[config.mk]
export PLATFORM = sky130hd
export DESIGN_NAME = wb_write_arbiter
export DESIGN_NICKNAME = d
export VERILOG_FILES = /design/src/rtl/wb_write_arbiter_pkg.sv /design/src/rtl/wb_write_arbiter_fifo.sv /design/src/rtl/wb_write_arbiter.sv
export SDC_FILE = /design/constraint.sdc
export NUM_CORES = 1
export LEC_CHECK = 0
export CAP_MARGIN = 20
export CORE_MARGIN = 8
export CORE_UTILIZATION = 48
export CTS_CLUSTER_DIAMETER = 60
export DETAILED_ROUTE_END_ITERATION = 8
export MAX_ROUTING_LAYER = met4
export PLACE_DENSITY = 0.7
export SLEW_MARGIN = 40
export SYNTH_ARGS = -nofsm -noshare
export SYNTH_HDL_FRONTEND = slang
export SYNTH_SLANG_ARGS = --single-unit
[constraint.sdc]
create_clock -name CLK -period 5.8 [get_ports CLK]
set_input_delay 1.74 -clock CLK [delete_from_list [all_inputs] [get_ports CLK]]
set_output_delay 1.74 -clock CLK [all_outputs]
set_load 0.01 [all_outputs]
[src/rtl/wb_write_arbiter_pkg.sv]
// Shared types and constants for the register-file write arbiter.
package wb_arb_pkg;

  typedef struct packed {
    logic [4:0]  addr;
    logic [31:0] data;
  } wb_entry_t;

  localparam logic [4:0] LINK_REG = 5'd31;
  localparam logic [4:0] ZERO_REG = 5'd0;

endpackage

[src/rtl/wb_write_arbiter_fifo.sv]
// Long-latency result FIFO for the write arbiter; exports entry
// valid/address vectors so the top can build the busy scoreboard.
module wb_fifo
  import wb_arb_pkg::*;
#(
  parameter int DEPTH = 4,
  localparam int PW = $clog2(DEPTH),
  localparam int CW = $clog2(DEPTH + 1)
) (
  input  logic                  clk_i,
  input  logic                  rst_i,
  input  logic                  push_i,
  input  wb_entry_t             din_i,
  input  logic                  pop_i,
  output wb_entry_t             head_o,
  output logic [CW-1:0]         count_o,
  output logic [DEPTH-1:0]      vld_o,
  output logic [DEPTH-1:0][4:0] addr_o
);

  wb_entry_t     mem_q [DEPTH];
  logic [PW-1:0] wr_q;
  logic [PW-1:0] rd_q;
  logic [CW-1:0] cnt_q;
  logic [CW-1:0] cnt_d;

  always_comb begin
    cnt_d = cnt_q;
    if (push_i && !pop_i) cnt_d = cnt_q + 1'b1;
    else if (pop_i && !push_i) cnt_d = cnt_q - 1'b1;
  end

  always_ff @(posedge clk_i) begin
    if (rst_i) begin
      wr_q  <= '0;
      rd_q  <= '0;
      cnt_q <= '0;
    end else begin
      if (push_i) wr_q <= wr_q + 1'b1;
      if (pop_i) rd_q <= rd_q + 1'b1;
      cnt_q <= cnt_d;
    end
  end

  always_ff @(posedge clk_i) begin
    if (push_i) mem_q[wr_q] <= din_i;
  end

  // An entry is live if its distance from the read pointer is below
  // the occupancy; pointer subtraction wraps naturally.
  always_comb begin
    logic [PW-1:0] off;
    vld_o  = '0;
    addr_o = '0;
    for (int i = 0; i < DEPTH; i++) begin
      off       = PW'(i) - rd_q;
      vld_o[i]  = CW'(off) < cnt_q;
      addr_o[i] = mem_q[i].addr;
    end
  end

  assign head_o  = mem_q[rd_q];
  assign count_o = cnt_q;

endmodule

[src/rtl/wb_write_arbiter.sv]
// Register-file write-port arbiter: pipeline first, buffered long-latency
// results in idle slots. Define WB_ARB_BYPASS_EN for empty-FIFO bypass.
module wb_write_arbiter
  import wb_arb_pkg::*;
#(
  parameter int DEPTH = 4,
  localparam int CW = $clog2(DEPTH + 1)
) (
  input  logic          CLK,
  input  logic          RST,
  input  logic          P_VALID,
  input  logic [4:0]    P_A,
  input  logic [31:0]   P_WD,
  input  logic          P_JAL,
  input  logic          L_VALID,
  output logic          L_READY,
  input  logic [4:0]    L_A,
  input  logic [31:0]   L_WD,
  output logic          RegWrite,
  output logic [4:0]    A3,
  output logic [31:0]   WD3,
  output logic          JAL,
  output logic [31:0]   BUSY,
  output logic [CW-1:0] PEND
);

  wb_entry_t            head;
  wb_entry_t            l_ent;
  logic [CW-1:0]        cnt;
  logic [DEPTH-1:0]     vld;
  logic [DEPTH-1:0][4:0] addrs;
  logic                 hs;
  logic                 pop;
  logic                 push;
  logic                 byp;

  logic                 rw_q;
  logic                 jal_q;
  logic [4:0]           a3_q;
  logic [31:0]          wd3_q;

  assign l_ent   = '{addr: L_A, data: L_WD};
  assign L_READY = (cnt != CW'(DEPTH)) && !RST;
  assign hs      = L_VALID && L_READY;
  assign pop     = !P_VALID && (cnt != '0);

`ifdef WB_ARB_BYPASS_EN
  assign byp = hs && !P_VALID && (cnt == '0);
`else
  assign byp = 1'b0;
`endif

  assign push = hs && !byp;

  wb_fifo #(.DEPTH(DEPTH)) u_fifo (
    .clk_i   (CLK),
    .rst_i   (RST),
    .push_i  (push),
    .din_i   (l_ent),
    .pop_i   (pop),
    .head_o  (head),
    .count_o (cnt),
    .vld_o   (vld),
    .addr_o  (addrs)
  );

  always_ff @(posedge CLK) begin
    if (RST) begin
      rw_q  <= 1'b0;
      jal_q <= 1'b0;
      a3_q  <= ZERO_REG;
      wd3_q <= '0;
    end else if (P_VALID && P_JAL) begin
      // Link writes go through the JAL strobe, not RegWrite.
      rw_q  <= 1'b0;
      jal_q <= 1'b1;
      a3_q  <= LINK_REG;
      wd3_q <= P_WD;
    end else if (P_VALID) begin
      rw_q  <= P_A != ZERO_REG;
      jal_q <= 1'b0;
      a3_q  <= P_A;
      wd3_q <= P_WD;
    end else if (pop) begin
      rw_q  <= head.addr != ZERO_REG;
      jal_q <= 1'b0;
      a3_q  <= head.addr;
      wd3_q <= head.data;
    end else if (byp) begin
      rw_q  <= L_A != ZERO_REG;
      jal_q <= 1'b0;
      a3_q  <= L_A;
      wd3_q <= L_WD;
    end else begin
      rw_q  <= 1'b0;
      jal_q <= 1'b0;
    end
  end

  always_comb begin
    BUSY = '0;
    for (int i = 0; i < DEPTH; i++) begin
      if (vld[i]) BUSY[addrs[i]] = 1'b1;
    end
    BUSY[0] = 1'b0;
  end

  assign RegWrite = rw_q;
  assign JAL      = jal_q;
  assign A3       = a3_q;
  assign WD3      = wd3_q;
  assign PEND     = cnt;

endmodule

==> results by group, run 1 <==
Run status
  – Status: completed

Clock tree
  – Inserted Clock Buffers: 17
  – CTS tree: done
  – Post-CTS sizing: 0
  – Root buffer cell: clkbuf_16
  – Clock slew at reported path FFs: 80 ps
  – # Post-CTS Setup Buffers: 0
  – CTS H-Tree Depth: 4
  – CTS max path bufs: 2
  – Clock insertion delay at the later pin of the skew report: 440 ps
  – CTS Hold Bufs: 0
  – CTS sink count: 196

Synthesis
  – Sequential area share after synthesis: 62.3%
  – Yosys top cell by area: edfxtp_1
  – Synth Cell Area: 8670 µm²
  – Mapped Nets: 704
  – Average instance area after synthesis: 14.1 µm²
  – Top_reg_cell synth: edfxtp_1
  – Post-synth ARST share: 0%
  – FF+latch count, synth: 196
  – Top area cells in the synthesized netlist: edfxtp_1 51%, dfxtp_1 11%, mux4_2 9.6%
  – Synth top area share: 51.3%
  – Netlist cell types: 52
  – Yosys warns: 0
  – Number of flops mapped to enable cells by yosys: 148
  – Mapped Cells: 615

Floorplanning
  – Die area: 22600 µm²
  – Cell row count: 49
  – Io pins: 154
  – Initial core utilization: 48.6%
  – Core area: 17800 µm²
  – Die Y: 150 µm
  – Chip width: 150 µm

Worst setup path
  – Crit end category: output port
  – Critical path's slowest cell: clkdlybuf4s50_1
  – Largest stage delay on the critical path: 530 ps
  – Cells along the critical path: inv_1 -> ha_1 -> a21boi_0 -> o21bai_1 -> nand3_1 -> o22ai_1 -> a221o_1 -> clkdlybuf4s50_1
  – Worst Setup Start Kind: flip-flop
  – Cells on worst reg2reg path: 9
  – Worst setup path class: reg -> out
  – CP Data Arrival Time: 3310 ps
  – CP max FO: 7
  – Worst EP required: 4060 ps

Global routing
  – GRT overflow: 0
  – First-pass GRT wire length: 36600 µm
  – Global-route usage over all layers: 22.4%
  – Initial antenna violation count: 0
  – Largest net degree at the start of global routing: 48
  – Vias in the first global route: 6201

Pwr
  – Cell Int Power: 2.98 mW
  – Gate power share: 30.9%
  – PwrDens: 404 nW/µm²
  – P_leak: 3.70 nW
  – Sequential power share: 41.0%
  – Maximum vdd drop: 0.244 mV
  – Clk network pwr share: 28.0%
  – Design Power: 4.45 mW
  – NetSw: 1.47 mW
  – Sw Share: 33.1%

Timing
  – Max Slew Vio Count: 0
  – Slew headroom: 50.6%
  – Setup-failing EPs final: 0
  – TNS Setup: 0 ps
  – Fin crit period: 5050 ps
  – Final worst-path cycle share: 87.1%
  – Clock skew: 12.7 ps
  – Worst-margin pin slew: 740 ps
  – RSZ-0062 raised after global routing: false
  – Final Hold Viols: 0
  – Fmax: 198 MHz

Routing
  – Drt drc: 0
  – WL final: 24500 µm
  – ANT nets after route: 0
  – Vias per Instance: 6.01
  – Initial DRC count: 397
  – Routed via count: 5975
  – Drt pass-1 iters: 4
  – Drt wl/cell: 24.6 µm

Place
  – Routability congestion estimate: 0.973
  – Detailed Place HPWL: 17600 µm
  – Placed Area: 10400 µm²
  – PortBufs: 152

Layout
  – Synth-to-Final Area Change: 27.0%
  – # diodes: 0
  – Commonest non-fill, non-tap cell in the layout: clkdlybuf4s50_1
  – Commonest cells after routing, fill and taps aside: 150 x clkdlybuf4s50_1, 148 x edfxtp_1, 70 x nor2_1
  – Final nets: 842
  – Final Cell Area: 11000 µm²
  – Share of layout cells above drive strength 1: 11.2%

Min path
  – HP Class: reg -> reg
  – Hold path cells: 2

Run
  – Max Cap Viol: 0
layer usage:
layer	part of all wire, %	vias to the layer above	GRT usage [%]
li1	-	2721	-
met4	3.2	0	9.50
met1	41	2966	27.0
met2	50	238	36.9
met5	0	-	-
met3	5.1	50	3.58
metrics by stage:
stage,cells,utilization [%],setup slack [ps],hold slack (ps)
finish,995,61.7,746,505
global route,995,61.7,551,523
floorplan,615,-,2010,490
detailed placement,963,58.1,1210,494
global placement,963,58.0,1210,487
CTS,995,61.7,776,504
area by class of cell:
class | count | area [µm²]
Fill cell | 1357 | 6830
Clock inverter | 15 | 223
Inverter | 12 | 45.0
Tap cell | 229 | 287
Sequential cell | 196 | 5410
Clock buffer | 17 | 425
Timing Repair Buffer | 156 | 1540
Multi-Input combinational cell | 370 | 3080
state kept, by name, indices dropped and copies added (netlist names), named ones only:
signal          flops
A3                  5
u_fifo.rd_q         2
u_fifo.wr_q         2
WD3                32
RegWrite            1
u_fifo.mem_q      148
JAL                 1
u_fifo.count_o      3
power groups by stage:
stage	clock network (mW)	logic (mW)	registers, mW
2_1_floorplan	0	0.845	1.82
3_3_place_gp	0	1.37	1.85
3_5_place_dp	0	1.39	1.86
4_1_cts	1.26	1.39	1.83
5_1_grt	1.32	1.50	1.85
6_report	1.25	1.38	1.83
path summary, 6_finish.rpt:
check	start	slack [ps]	to
max	u_fifo.count_o[1]$_SDFFE_PP0P_	750	BUSY[5]
min	WD3[23]$_SDFFE_PP0P_	500	WD3[23]$_SDFFE_PP0P_
max reg2reg	u_fifo.count_o[2]$_SDFFE_PP0P_	3040	u_fifo.count_o[2]$_SDFFE_PP0P_
min reg2reg	WD3[23]$_SDFFE_PP0P_	500	WD3[23]$_SDFFE_PP0P_
logic make-up after synthesis:
logic type / synth area share [%]
compound gates: 11.2
xor+xnor: 0.606
fa+ha+maj: 1.53
buf+inv: 2.41
flops: 62.3
mux: 13.4
other cells: 0.0432
simple gates: 8.44
worst max-delay path: cells and delay by family, from the launching register on:
kind	cells	cell delay, ps
adder cells (fa/ha/maj)	1	330
flip-flops	1	470
AO/OA/AOI/OAI	4	1070
AND/OR/NAND/NOR	1	330
buffers and inverters	2	680
synthesized netlist by cell type (2+ instances only):
cell type and n:
nand2b_1 13, xor2_1 2, o21bai_1 2, and2_1 6, or4_1 3, nand3_1 11, and3_1 4, o32ai_1 5
o2111ai_1 3, or2_2 2, inv_1 12, dfxtp_1 48, edfxtp_1 148, o21ai_1 2, ha_1 9, nor3_1 6
a32oi_1 7, or3_1 3, a211o_1 6, mux4_2 37, mux2i_1 33, buf_2 5, a21oi_1 4, a31oi_1 3
a211oi_1 32, nor2_1 70, buf_1 4, clkbuf_1 24, nor4_1 3, xnor2_1 4, o22ai_1 15, a2bb2oi_1 2
a221o_1 14, o211ai_1 6, nor2b_1 10, o21ai_0 8, buf_4 3, o221ai_1 9, nand2_1 24
Power figures use the tool's default switching activity.
==> inputs of run 2 (changes only) <==
Settings changed: CORE_UTILIZATION 48 to 30, PLACE_DENSITY 0.7 to 0.46.
==> results by group, run 2 (synthesized netlist as in run 1, its figures left out) <==
Routing
  – Drt pass-1 iters: 5 (+1)
  – Drt wl/cell: 23.9 µm (-2.8%)
  – ANT nets after route: 0 (unchanged)
  – Vias per Instance: 5.15 (-14%)
  – WL final: 27600 µm (+13%)
  – Initial DRC count: 586 (+48%)
  – Drt drc: 0 (unchanged)
  – Routed via count: 5951 (-0.40%)

Layout
  – Final nets: 847 (+0.59%)
  – Synth-to-Final Area Change: 29.9%
  – # diodes: 0 (unchanged)
  – Fillers: 2735 (+100%)
  – Top reg by flops: u_fifo.mem_q
  – Max reg flops: 148 (unchanged)
  – Final Core Density: 39.5% (-22 points)
  – Final Cell Area: 11300 µm² (+2.3%)
  – Commonest non-fill, non-tap cell in the layout: clkdlybuf4s50_1
  – Share of layout cells above drive strength 1: 11.9% (+0.71 points)
  – Commonest cells after routing, fill and taps aside: 150 x clkdlybuf4s50_1, 148 x edfxtp_1, 70 x nor2_1
  – Final non-filler cell total: 1155 (+16%)
  – Register Area: 5410 µm² (about the same)
  – Area of the multi-input gates: 3090 µm² (+0.20%)

Floorplanning
  – Io pins: 154 (unchanged)
  – Die Y: 186 µm (+24%)
  – Core area: 28500 µm² (+60%)
  – Cell row count: 62 (+27%)
  – Chip width: 186 µm (+24%)
  – Initial core utilization: 30.4% (-18 points)
  – Die area: 34600 µm² (+53%)

Worst setup path
  – Worst setup path class: reg -> out
  – R2r setup slk: 3060 ps (+20 ps)
  – Worst Setup Start Kind: flip-flop
  – Cells on worst reg2reg path: 9 (unchanged)
  – Reg-to-Reg Start: u_fifo.count_o[2]$_SDFFE_PP0P_
  – CP Data Arrival Time: 3370 ps (+60 ps)
  – Worst EP required: 4060 ps (about the same)
  – RR Endpoint: u_fifo.count_o[2]$_SDFFE_PP0P_
  – Crit end category: output port
  – CP max FO: 8 (+1)

Timing
  – Clock skew: 15.4 ps (+2.68 ps)
  – Final Hold Viols: 0 (unchanged)
  – Setup-failing EPs final: 0 (unchanged)
  – TNS Setup: 0 ps (unchanged)
  – Max Slew Vio Count: 0 (unchanged)
  – Fmax: 196 MHz (-1.2%)
  – Worst-margin pin slew: 759 ps (+19.7 ps)
  – Fin crit period: 5110 ps (+59.8 ps)
  – Slew headroom: 49.3% (-1.4 points)
  – RSZ-0062 raised after global routing: false
  – Final worst-path cycle share: 88.2% (+1.0 points)

Place
  – Placed Area: 10600 µm² (+2.2%)
  – PortBufs: 152 (unchanged)
  – Routability congestion estimate: 0.869 (-11%)
  – Detailed Place HPWL: 20200 µm (+14%)
  – Inst Count DP: 1123 (+17%)

Clock tree
  – Root buffer cell: clkbuf_16
  – CTS sink count: 196 (unchanged)
  – CTS tree: done
  – Inserted Clock Buffers: 17 (unchanged)
  – Clock insertion delay at the later pin of the skew report: 440 ps (about the same)
  – Clock slew at reported path FFs: 80 ps (about the same)
  – Post-CTS sizing: 0 (unchanged)
  – CTS max path bufs: 2 (unchanged)
  – # Post-CTS Setup Buffers: 0 (unchanged)
  – CTS H-Tree Depth: 4 (unchanged)
  – CTS Hold Bufs: 0 (unchanged)

Global routing
  – Vias in the first global route: 6297 (+1.5%)
  – Initial antenna violation count: 0 (unchanged)
  – Largest net degree at the start of global routing: 67 (+40%)
  – GRT overflow: 0 (unchanged)
  – First-pass GRT wire length: 41200 µm (+13%)
  – Global-route usage over all layers: 16.7% (-5.7 points)

Pwr
  – PwrDens: 403 nW/µm² (-0.28%)
  – Maximum vdd drop: 0.182 mV (-26%)
  – P_leak: 3.74 nW (+1.0%)

Min path
  – Hold Path Origin: WD3[11]$_SDFFE_PP0P_
  – HP Class: reg -> reg
  – Endpoint, Worst Hold: WD3[11]$_SDFFE_PP0P_
  – Hold path cells: 2 (unchanged)

Run status
  – Status: completed

Run
  – Max Cap Viol: 0 (unchanged)
-- run 2: worst max path at each step --
stage	startpoint	end	slack, ps	depth (start not counted)
2_1_floorplan	RST	L_READY	2010	1
3_3_place_gp	u_fifo.count_o[1]$_SDFFE_PP0P_	BUSY[14]	1240	8
3_5_place_dp	u_fifo.count_o[1]$_SDFFE_PP0P_	BUSY[17]	1150	8
4_1_cts	u_fifo.count_o[1]$_SDFFE_PP0P_	BUSY[17]	670	8
5_1_grt	u_fifo.count_o[1]$_SDFFE_PP0P_	BUSY[17]	400	8
6_report	u_fifo.count_o[1]$_SDFFE_PP0P_	BUSY[17]	690	8
-- run 2: report_power, final --
group	internal, mW	switching, mW	leakage, nW	total (mW)
logic	0.668	0.745	1.68	1.41
registers	1.67	0.158	1.74	1.83
clock network	0.686	0.611	0.324	1.30
-- run 2: area by class of cell --
| cell class | instances | area share, % |
|---|---|---|
| clock inverters | 15 | 2.14 |
| inverters | 12 | 0.400 |
| clock buffers | 17 | 3.78 |
| well taps | 384 | 4.27 |
| multi-input cells | 370 | 27.4 |
| flip-flops and latches | 196 | 48.0 |
| repair buffers | 161 | 14.0 |
-- run 2: stage by stage --
| stage | hold slack, ps | power (mW) | worst slack [ps] |
|---|---|---|---|
| final | 501 | 4.54 | 686 |
| after detailed placement | 495 | 3.30 | 1150 |
| after floorplan | 490 | 2.67 | 2010 |
| after CTS | 508 | 4.61 | 674 |
| after global routing | 529 | 4.79 | 401 |
| after global placement | 490 | 3.29 | 1240 |
-- run 2: critical path: stages (launching register included) --
cell and delay, ps:
dfxtp_1 480, inv_1 150, ha_1 320, a21oi_1 40, o21bai_1 600, nand2b_1 280, nor2_1 310, a221o_1 220
clkdlybuf4s50_1 540
-- run 2: per-layer routing --
metal	global-route usage (%)	vias up	wire, µm
li1	-	2728	-
met1	20.0	3000	11600
met2	28.5	183	14300
met3	2.52	40	1080
met4	5.27	0	586
met5	-	-	0
